File: config.mk
export PLATFORM = sky130hd
export DESIGN_NAME = mem_py
export DESIGN_NICKNAME = d
export VERILOG_FILES = /design/src/rtl/mem_py_pkg.sv /design/src/rtl/mem_py_rom.sv /design/src/rtl/mem_py.sv
export SDC_FILE = /design/constraint.sdc
export NUM_CORES = 1
export LEC_CHECK = 0
export ABC_AREA = 1
export CELL_PAD_IN_SITES_DETAIL_PLACEMENT = 0
export CELL_PAD_IN_SITES_GLOBAL_PLACEMENT = 1
export CORE_MARGIN = 2
export CORE_UTILIZATION = 31
export DETAILED_ROUTE_END_ITERATION = 10
export HOLD_SLACK_MARGIN = 0.05
export PLACE_DENSITY_LB_ADDON = 0.1
export SLEW_MARGIN = 20
export SYNTH_ARGS = -nofsm -noshare
export SYNTH_HDL_FRONTEND = slang
export SYNTH_HIERARCHICAL = 1
export SYNTH_SLANG_ARGS = --single-unit
File: constraint.sdc
create_clock -name clk -period 4.44 [get_ports clk]
set_input_delay 0.444 -clock clk [delete_from_list [all_inputs] [get_ports clk]]
set_output_delay 0.444 -clock clk [all_outputs]
set_load 0.005 [all_outputs]
File: src/rtl/mem_py_pkg.sv
// mem_py_pkg: shared constants and the table-generation function for mem_py.
// Provides the default width, the operand-width helper and mul_entry(), which
// computes the multiplication-table entry for a packed {a, b} address.
package mem_py_pkg;

  localparam int N_DEFAULT = 8;

  // Operand width for a given address/data width.
  function automatic int h_of(input int n);
    return n / 2;
  endfunction

  // Table entry for a packed address: upper half times lower half, unsigned.
  // Carried at 64 bits so one function serves every legal N; callers
  // truncate to N bits, which never loses information because an HxH
  // product always fits in 2H = N bits.
  function automatic logic [63:0] mul_entry(input logic [63:0] addr,
                                            input int n = N_DEFAULT);
    logic [63:0] mask;
    logic [63:0] a;
    logic [63:0] b;
    mask = (64'd1 << h_of(n)) - 64'd1;
    a    = (addr >> h_of(n)) & mask;
    b    = addr & mask;
    return a * b;
  endfunction

endpackage

File: src/rtl/mem_py_rom.sv
// mem_py_rom: combinational multiplication table, address -> product.
// Ports: address [N-1:0] in ({a, b}), product [N-1:0] out (a*b).
// No state; contents are fixed by N at elaboration.
module mem_py_rom
  import mem_py_pkg::*;
#(
  parameter int N = N_DEFAULT
) (
  input  logic [N-1:0] address,
  output logic [N-1:0] product
);

  always_comb begin
    product = N'(mul_entry(64'(address), N));
  end

endmodule

File: src/rtl/mem_py.sv
// mem_py: read-only multiplication-table memory with a registered output.
// Ports: clk, rst (sync, active-high), address [N-1:0] = {a, b}, read_en, ce,
// data [N-1:0] = a*b one clock after a qualified read, 0 otherwise.
module mem_py
  import mem_py_pkg::*;
#(
  parameter int N = N_DEFAULT  // must be even and >= 2
) (
  input  logic         clk,
  input  logic         rst,
  input  logic [N-1:0] address,
  input  logic         read_en,
  input  logic         ce,
  output logic [N-1:0] data
);

  logic [N-1:0] rom_q;
  logic         rd;

  mem_py_rom #(.N(N)) u_rom (
    .address (address),
    .product (rom_q)
  );

  assign rd = ce && read_en;

  // Idle cycles load a constant zero rather than the ROM output, so an
  // undriven or unknown address while idle never reaches data.
  always_ff @(posedge clk) begin
    if (rst) begin
      data <= '0;
    end else if (rd) begin
      data <= rom_q;
    end else begin
      data <= '0;
    end
  end

endmodule

==> run summary <==
The post-synth net total is roughly 120. After clock tree synthesis, the clock-pin slew on the worst setup and hold paths is approximately 0.050 ns. The count of port buffers added during placement came out at 19. The flip-flop count of the largest register after layout is 8. The count of endpoints failing hold in the final timing report is 0. The maximum clock frequency is 0.3444 GHz. The total standard cell area after synthesis came out at slightly above 700 sq um. The register cell area after layout came out at 160.2 sq um. The detailed-route vias per instance is 4.288. In this run, synthesis produced a sequential element count of 8. Summed over all instances, the cell type with the most area after synthesis is sky130_fd_sc_hd__dfxtp_1. The kind of critical path is in2reg.

The share of flip-flops with an asynchronous set or reset after synthesis came out at 0%. The post-cts hold buffer count came out at 0. The post-CTS setup buffer count is 0. In the post-synthesis netlist, the biggest area contributors are sky130_fd_sc_hd__dfxtp_1, sky130_fd_sc_hd__ha_1, sky130_fd_sc_hd__inv_1. For this run, the register share of the synthesized area comes to 22.57%. The number of instances resized during post-cts repair came out at 0.

The deepest level of the CTS H-tree is 1. The starting utilization of the core area came out at 32.38%. The maximum root-to-sink buffer count is 2.

Counting I/O delays and the setup requirement, the final critical path takes slightly below 3 ns. In this run the tightest slew margin relative to its limit is between 80% and 90%. The antenna diode count came out at 0.

The flow ran to the end, and the final reports show no timing, DRC or antenna violations. The launching element type of the critical path is a primary input. Among all flip-flop cells after synthesis, the most frequent one is sky130_fd_sc_hd__dfxtp_1. The design area came out at about 960 sq um.

The layout has 230 filler cells. The number of nets with antenna violations after routing came out at 0. The peak ir drop on the vdd network is ~0.18 mV. The critical path endpoint category is a register. The routed length per instance is roughly 8.6 microns.

The number of CTS-inserted buffers came out at 3. The worst path uses 65.40% of the clock period. The total congestion overflow after global routing is 0. The critical path data arrival time came out at around 3.1 ns. The final wirelength came out at 1254 microns. Data on the critical path is required at its endpoint by ~4.6 ns. The fraction of post-synthesis cell area in the top cell type by area is a little under a quarter. Counting every sink on the clock net gives 8. The final net count is between 100 and 150. The total count of max-transition violations in the final report is 0. Relative to the synthesized area, the layout overhead comes to 34.92%.

The proportion of layout cells with a drive suffix above 1 is roughly 5.9%. After technology mapping, the gate count stands at 96. The routed via count came out at 626. The first detailed-routing pass took 4 iterations.

After detailed routing, the number of remaining DRC violations is 0. The clock tree from TritonCTS is yes. Counting flops with a built-in enable in the synthesized netlist gives 0.

The clock root buffer is sky130_fd_sc_hd__clkbuf_4. The width of the die is just over 50 microns. The placed instances occupy a cell area of 934.6 sq um. The floorplan step defined a core boundary enclosing 0.002191 sq mm. The count of warnings emitted by yosys is 6. During I/O placement, the number of pins put on the boundary was 20. The floorplan step defined a die boundary enclosing 0.002687 sq mm.

By instance count, the leading cell after synthesis is sky130_fd_sc_hd__inv_1. The global-route usage over all layers is between 10% and 20%. Along the worst path, the maximum fanout reaches 4.

The weighted congestion at the end of routability-driven global placement came out at around 0.76. Max-cap violations in this run came to 0. The half-perimeter wire length after placement came out at around 1100 microns. The power density over the cells is ~220 mW/mm^2. The standby leakage power is 0.0005781 uW. Setup violations remaining at the end of the flow were counted as 0.

The vertical extent of the die is a little over 50 microns. The measured slew at the worst slew-check pin came out at between 0.2 and 0.25 ns. The area used by multi-input combinational logic is ~450 sq um. The via count of the first global-routing pass is just under 600. The pin count of the biggest net entering global routing is 9.

The number of cell rows came out at 17. Yosys mapped the design onto 13 distinct sky130hd cell types. The largest registers in the layout are data: 8 flops. The first routing iteration left 12 violations. The first-pass GRT wire length is approximately 2300 microns.

Ranked by instance count, the synthesized netlist is headed by sky130_fd_sc_hd__inv_1, sky130_fd_sc_hd__nand2_1, sky130_fd_sc_hd__ha_1. A synthesized cell averages around 7.4 sq um. More flip-flops sit in one register than any other, and that register is data. After routing, the total negative slack on setup checks comes to 0 ns. The min-delay analysis places its worst path in the category in2reg.

The initial antenna violation count came out at 0. Setup repair after global routing left no endpoint under its margin.
where the power goes:
part           internal [uW]  switching, uW  leakage (uW)
Combinational           38.2           40.9      0.000499
Clock                   30.8           23.4     0.0000138
Sequential              74.7          0.629     0.0000649
path summary, 6_finish.rpt:
| kind | startpoint | to | slack (ns) | cells after the start |
|---|---|---|---|---|
| worst max-delay path | address[3] | data[6] | 1.54 | 11 |
| worst min-delay path | ce | data[5] | 0.87 | 3 |
cell families after synthesis:
logic type / synth area share, %
AO/OA/AOI/OAI: 1.411
XOR/XNOR: 3.704
adder cells (fa/ha/maj): 32.45
buffers and inverters: 14.29
flip-flops: 22.57
AND/OR/NAND/NOR: 25.57
cell usage in the layout, fill, tap and decap left out:
cell	count
sky130_fd_sc_hd__inv_1	27
sky130_fd_sc_hd__nand3_2	1
sky130_fd_sc_hd__nor2_1	9
sky130_fd_sc_hd__a21oi_1	2
sky130_fd_sc_hd__nand4_1	1
sky130_fd_sc_hd__clkdlybuf4s50_1	19
sky130_fd_sc_hd__nand3_4	1
sky130_fd_sc_hd__ha_1	12
sky130_fd_sc_hd__xor2_1	3
sky130_fd_sc_hd__nand2_2	2
sky130_fd_sc_hd__dfxtp_1	8
sky130_fd_sc_hd__clkbuf_4	3
sky130_fd_sc_hd__nand2_1	23
sky130_fd_sc_hd__fa_1	4
sky130_fd_sc_hd__nand3_1	3
metal layers:
metal | vias to the layer above | wire (microns) | track usage, %
met5 | - | 0 | 0
met4 | 0 | 0 | 2.632
met3 | 0 | 72 | 6.609
met2 | 15 | 618 | 19.83
met1 | 282 | 563 | 12.63
li1 | 329 | - | -
critical path, stage by stage:
cell,delay [ns]
sky130_fd_sc_hd__clkdlybuf4s50_1,0.53
sky130_fd_sc_hd__nand2_1,0.10
sky130_fd_sc_hd__fa_1,0.54
sky130_fd_sc_hd__inv_1,0.06
sky130_fd_sc_hd__fa_1,0.52
sky130_fd_sc_hd__fa_1,0.47
sky130_fd_sc_hd__nand3_1,0.10
sky130_fd_sc_hd__nand2_1,0.06
sky130_fd_sc_hd__xor2_1,0.14
sky130_fd_sc_hd__inv_1,0.05
sky130_fd_sc_hd__nor2_1,0.03
through the flow:
step | hold WS, ns | power, uW | util (%) | instances | worst slack, ns
floorplan | 0.6137 | 127.6 | - | 96 | 1.913
global placement | 1.123 | 156.8 | 42.66 | 143 | 1.308
detailed placement | 1.132 | 157.3 | 42.66 | 143 | 1.262
CTS | 0.8629 | 213.8 | 43.69 | 146 | 1.530
global route | 0.8764 | 229.8 | 43.69 | 146 | 1.401
finish | 0.8681 | 208.7 | 43.69 | 146 | 1.536
layout make-up:
class | count | share of cell area [%]
Tap cell | 28 | 3.660
Multi-Input combinational cell | 61 | 46.80
Clock buffer | 3 | 2.353
Sequential cell | 8 | 16.73
Timing Repair Buffer | 19 | 19.87
Inverter | 27 | 10.59
Power figures use the tool's default switching activity.
